File: config.mk
export PLATFORM = sky130hd
export DESIGN_NAME = mem_port_arbiter
export DESIGN_NICKNAME = d
export VERILOG_FILES = /design/src/rtl/mem_port_arbiter.sv
export SDC_FILE = /design/constraint.sdc
export NUM_CORES = 1
export LEC_CHECK = 0
export CAP_MARGIN = 20
export CORE_MARGIN = 8
export CORE_UTILIZATION = 35
export DETAILED_ROUTE_END_ITERATION = 16
export GPL_TIMING_DRIVEN = 1
export PLACE_DENSITY_LB_ADDON = 0.25
export SLEW_MARGIN = 20
export SYNTH_ARGS = -nofsm -noshare
export SYNTH_HDL_FRONTEND = slang
export SYNTH_SLANG_ARGS = --single-unit
export TNS_END_PERCENT = 10
File: constraint.sdc
create_clock -name clk -period 3.32 [get_ports clk]
set_input_delay 0.664 -clock clk [delete_from_list [all_inputs] [get_ports clk]]
set_output_delay 0.664 -clock clk [all_outputs]
set_load 0.05 [all_outputs]
File: src/rtl/mem_port_arbiter.sv
// Shares one single-port synchronous RAM between the instruction-fetch and data ports.
// One access in flight at a time; the RESP cycle re-arbitrates so bursts alternate back-to-back.
module mem_port_arbiter #(
    parameter int unsigned ADDR_W    = 32,
    parameter bit          DATA_PRIO = 1'b1
) (
    input  logic              clk,
    input  logic              rst,
    input  logic              i_ce,
    input  logic [ADDR_W-1:0] i_addr,
    output logic [31:0]       i_rdata,
    output logic              i_ready,
    input  logic              d_ce,
    input  logic              d_we,
    input  logic [3:0]        d_sel,
    input  logic [ADDR_W-1:0] d_addr,
    input  logic [31:0]       d_wdata,
    output logic [31:0]       d_rdata,
    output logic              d_ready,
    output logic              m_ce,
    output logic              m_we,
    output logic [3:0]        m_sel,
    output logic [ADDR_W-1:0] m_addr,
    output logic [31:0]       m_wdata,
    input  logic [31:0]       m_rdata,
    output logic              stall_o
);

    typedef enum logic [1:0] {
        IDLE,
        ACCESS,
        RESP
    } state_t;

    state_t      state;
    state_t      state_next;
    logic        owner;      // 1 = data port owns the access in flight
    logic        last_data;  // 1 = most recent grant went to the data port
    logic [31:0] i_rdata_q;
    logic [31:0] d_rdata_q;

    logic        req_i;
    logic        req_d;
    logic        grant;
    logic        grant_d;

    always_comb begin
        req_i      = 1'b0;
        req_d      = 1'b0;
        grant_d    = 1'b0;
        state_next = state;

        // In RESP the current owner still holds ce high, so it is masked out.
        case (state)
            IDLE: begin
                req_i = i_ce;
                req_d = d_ce;
            end
            RESP: begin
                req_i = i_ce & owner;
                req_d = d_ce & ~owner;
            end
            default: ;
        endcase

        grant = req_i | req_d;
        if (req_i && req_d) begin
            grant_d = DATA_PRIO ? 1'b1 : ~last_data;
        end else begin
            grant_d = req_d;
        end

        case (state)
            IDLE:    state_next = grant ? ACCESS : IDLE;
            ACCESS:  state_next = RESP;
            RESP:    state_next = grant ? ACCESS : IDLE;
            default: state_next = IDLE;
        endcase
    end

    always_ff @(posedge clk) begin
        if (rst) begin
            state     <= IDLE;
            owner     <= 1'b0;
            last_data <= 1'b0;
            m_ce      <= 1'b0;
            m_we      <= 1'b0;
            m_sel     <= '0;
            m_addr    <= '0;
            m_wdata   <= '0;
            i_rdata_q <= '0;
            d_rdata_q <= '0;
        end else begin
            state <= state_next;

            if (state == RESP) begin
                if (owner) begin
                    d_rdata_q <= m_rdata;
                end else begin
                    i_rdata_q <= m_rdata;
                end
            end

            if (grant) begin
                owner     <= grant_d;
                last_data <= grant_d;
                m_ce      <= 1'b1;
                if (grant_d) begin
                    m_we    <= d_we;
                    m_sel   <= d_sel;
                    m_addr  <= d_addr;
                    m_wdata <= d_wdata;
                end else begin
                    m_we   <= 1'b0;
                    m_sel  <= '1;
                    m_addr <= i_addr;
                end
            end else begin
                m_ce <= 1'b0;
                m_we <= 1'b0;
            end
        end
    end

    assign i_ready = (state == RESP) && !owner;
    assign d_ready = (state == RESP) && owner;

    // Pass memory data straight through during RESP, then hold the captured copy.
    assign i_rdata = i_ready ? m_rdata : i_rdata_q;
    assign d_rdata = d_ready ? m_rdata : d_rdata_q;

    assign stall_o = (i_ce & ~i_ready) | (d_ce & ~d_ready);

endmodule

==> metrics.cfg <==
[drt]
finalWirelength_um = 22000
first_pass_iters = 4
via_per_inst = 5.22
drtAntennaViolNets = 0
drtIter0Drc = 358
routedWlPerCell_um = 19.0
num_vias = 6040
post-route-drc-count = 0

[floorplanning]
die_y_um = 152
io_pins = 274
initial_core_util_pct = 35.8
die_w_um = 152
rows = 49
core_um2 = 18100
fp.dieArea_um2 = 23100

[synth]
synth_area_per_cell_um2 = 9.47
ys.flop_type = dfxtp_1
synth-async-reset-ratio_pct = 0
synth_area_um2 = 6480
syn_inst = 685
synthMuxAreaShare_pct = 12.3
synth_edf_count = 0
yosysWarnings = 0
synthesis.nets = 822
ys_ff_latch = 137
ys_seq_area_share_pct = 42.3
synth_top_family_by_area = simple AND/OR/NAND/NOR gates
synth-simple-area-share_pct = 21.6
synth_cell_types = 28
synth-compound-area-share_pct = 17.4
synth_fa_ha_area_share_pct = 0
synth_xor_area_share_pct = 0

[clock_tree]
cts_tree = done
postCtsSetupRepairBufs = 0
worstSkewPairLatency_ns = 0.42
clkTransAtPathRegs_ns = 0.06
clock_path_buffers = 2
cts-root-buf = clkbuf_16
htree_levels = 4
cts_buffers = 17
ctsResizeCount = 0
cts_hold_buf = 0
numClockSinks = 137

[power_and_ir_drop]
leakage_nw = 3.98
vdd_drop_max_v = 0.000357
powerDensity_nw_per_um2 = 498

[critical_path]
cp_slowest_cell = dfxtp_1
cp-start-kind = register
crit_fanout = 34
end_kind = output port
crit_required_ns = 2.66
critPathBufInv = 1
critPathKind = register to output port
worstPathCellList = nand3b_4, mux2_2, buf_12
critPathArrivalTime_ns = 2.35
cp_top_family = flip-flops
r2r_setup_slack_ns = 0.73
slowest_delay_ns = 0.71

[global_route]
track_usage_pct = 18.4
grt_pass1_vias = 5983
grt_pass1_wl_um = 34500
grt_max_degree = 97
antenna_found_initial = 1
grt_overflow = 0

[sta]
setup_slack_ns = 0.302
hold_slack_ns = 0.473
rsz0062_at_grt = false
fin_crit_sh_pct = 90.9
slew_viol_final = 0
tightest_slew_ns = 0.909
clock.fmax_ghz = 0.331
hold_viol = 0
relSlewSlack_pct = 39.4
period_needed_ns = 3.02
skew_ns = 0.00856
setup_violations = 0
setup_tns_ns = 0

[place]
dp_hpwl_um = 14900
dp_slack_ns = 0.625
dpl_cell_area_um2 = 9530
finalWeightedCongestion = 0.751
port_buffers = 273

[run]
cap_violations = 0

[layout]
drive_gt1_share_pct = 20.4
nNetsFinal = 1053
fill_cells = 1655
design_area_um2 = 10100
synthToLayoutAreaGrowth_pct = 56.5

[worst_hold_path]
hold_class = register to register

[outcome]
outcome = finished clean

==> Yosys cell counts (2+ instances only) <==
library cell    n  share of area (%)
dfxtp_1       137                 42
and2_1         66                6.4
o21ai_0        66                5.1
nand3_1        64                4.9
clkbuf_1       46                2.7
mux2_2         44                7.6
a21oi_1        33                2.5
a2111o_1       32                5.6
a31oi_1        32                3.1
nor2_1         32                1.9
nor2b_1        32                3.1
nor4b_1        32                4.3
mux2_4         20                4.6
buf_2          16                1.2
buf_6          10                1.7
buf_4           4               0.46
inv_1           4               0.23
o221a_2         3               0.52
nand2_1         2               0.12
nor3b_1         2               0.23
==> metrics by stage <==
stage          power, mW  util [%]  std cells
2_1_floorplan       2.61         -        685
3_3_place_gp        3.11      52.7       1126
3_5_place_dp        3.11      52.7       1126
4_1_cts             5.11      56.1       1157
5_1_grt             5.27      56.1       1158
6_report            5.05      56.1       1158
==> flip-flops by register name, indices dropped and copies added (netlist names) <==
signal	count
m_wdata	32
owner	1
state	2
m_sel	4
i_rdata_q	32
m_we	1
m_addr	32
m_ce	1
d_rdata_q	32
==> report_power, final <==
part | leakage [nW] | total [mW] | internal (mW) | switching (mW)
Clock | 0.289 | 1.98 | 1.20 | 0.783
Combinational | 2.57 | 1.26 | 0.517 | 0.742
Sequential | 1.12 | 1.81 | 1.74 | 0.0704
==> cell type report <==
cell class | instances | area [um2] | area share (%)
repair buffers | 289 | 3140 | 31.0
clock inverters | 14 | 185 | 1.82
multi-input cells | 467 | 3350 | 33.0
inverters | 4 | 15.0 | 0.148
diodes | 1 | 2.50 | 0.0247
clock buffers | 17 | 425 | 4.19
well taps | 229 | 287 | 2.82
flip-flops and latches | 137 | 2740 | 27.0
==> per-layer routing <==
| metal | wire length [um] | global-route usage [%] | vias up |
|---|---|---|---|
| met5 | 0 | 0 | - |
| met4 | 388 | 5.33 | 0 |
| met3 | 1860 | 7.83 | 23 |
| met2 | 10300 | 29.2 | 190 |
| met1 | 9400 | 22.3 | 2889 |
| li1 | - | - | 2938 |
==> logic make-up after synthesis <==
family	count (synthesis)
buffers and inverters	81
AO/OA/AOI/OAI	170
flip-flops	137
multiplexers	64
AND/OR/NAND/NOR	233
==> worst paths after layout <==
kind / from / to / cells past startpoint
setup reg to reg: owner / m_addr[3] / 5
hold reg to reg: m_wdata[11] / m_wdata[11] / 2
hold / removal: m_wdata[11] / m_wdata[11] / 2
setup / recovery: owner / d_rdata[10] / 3
==> worst reg2reg max path: cells and delay by family, from the launching register on <==
family          cells  cell delay (ns)
compound gates      3             0.67
buf+inv             2             1.14
flops               1             0.71
==> cell usage in the layout, fill, tap and decap left out, drive strengths merged, types with 3 or more instances in the layout <==
master	netlist	final
bufinv	0	3
clkbuf	46	17
nor2b	32	32
o21ai	66	66
clkinvlp	0	3
clkdlybuf4s50	0	205
a31oi	32	32
and2	66	66
inv	4	10
nor3b	3	3
a21oi	33	33
mux2	64	64
nor2	32	32
nor4b	32	32
a2111o	32	32
o221a	4	4
nand3	64	64
buf	31	84
dfxtp	137	137
No activity file was read; power rests on OpenSTA's default activity.
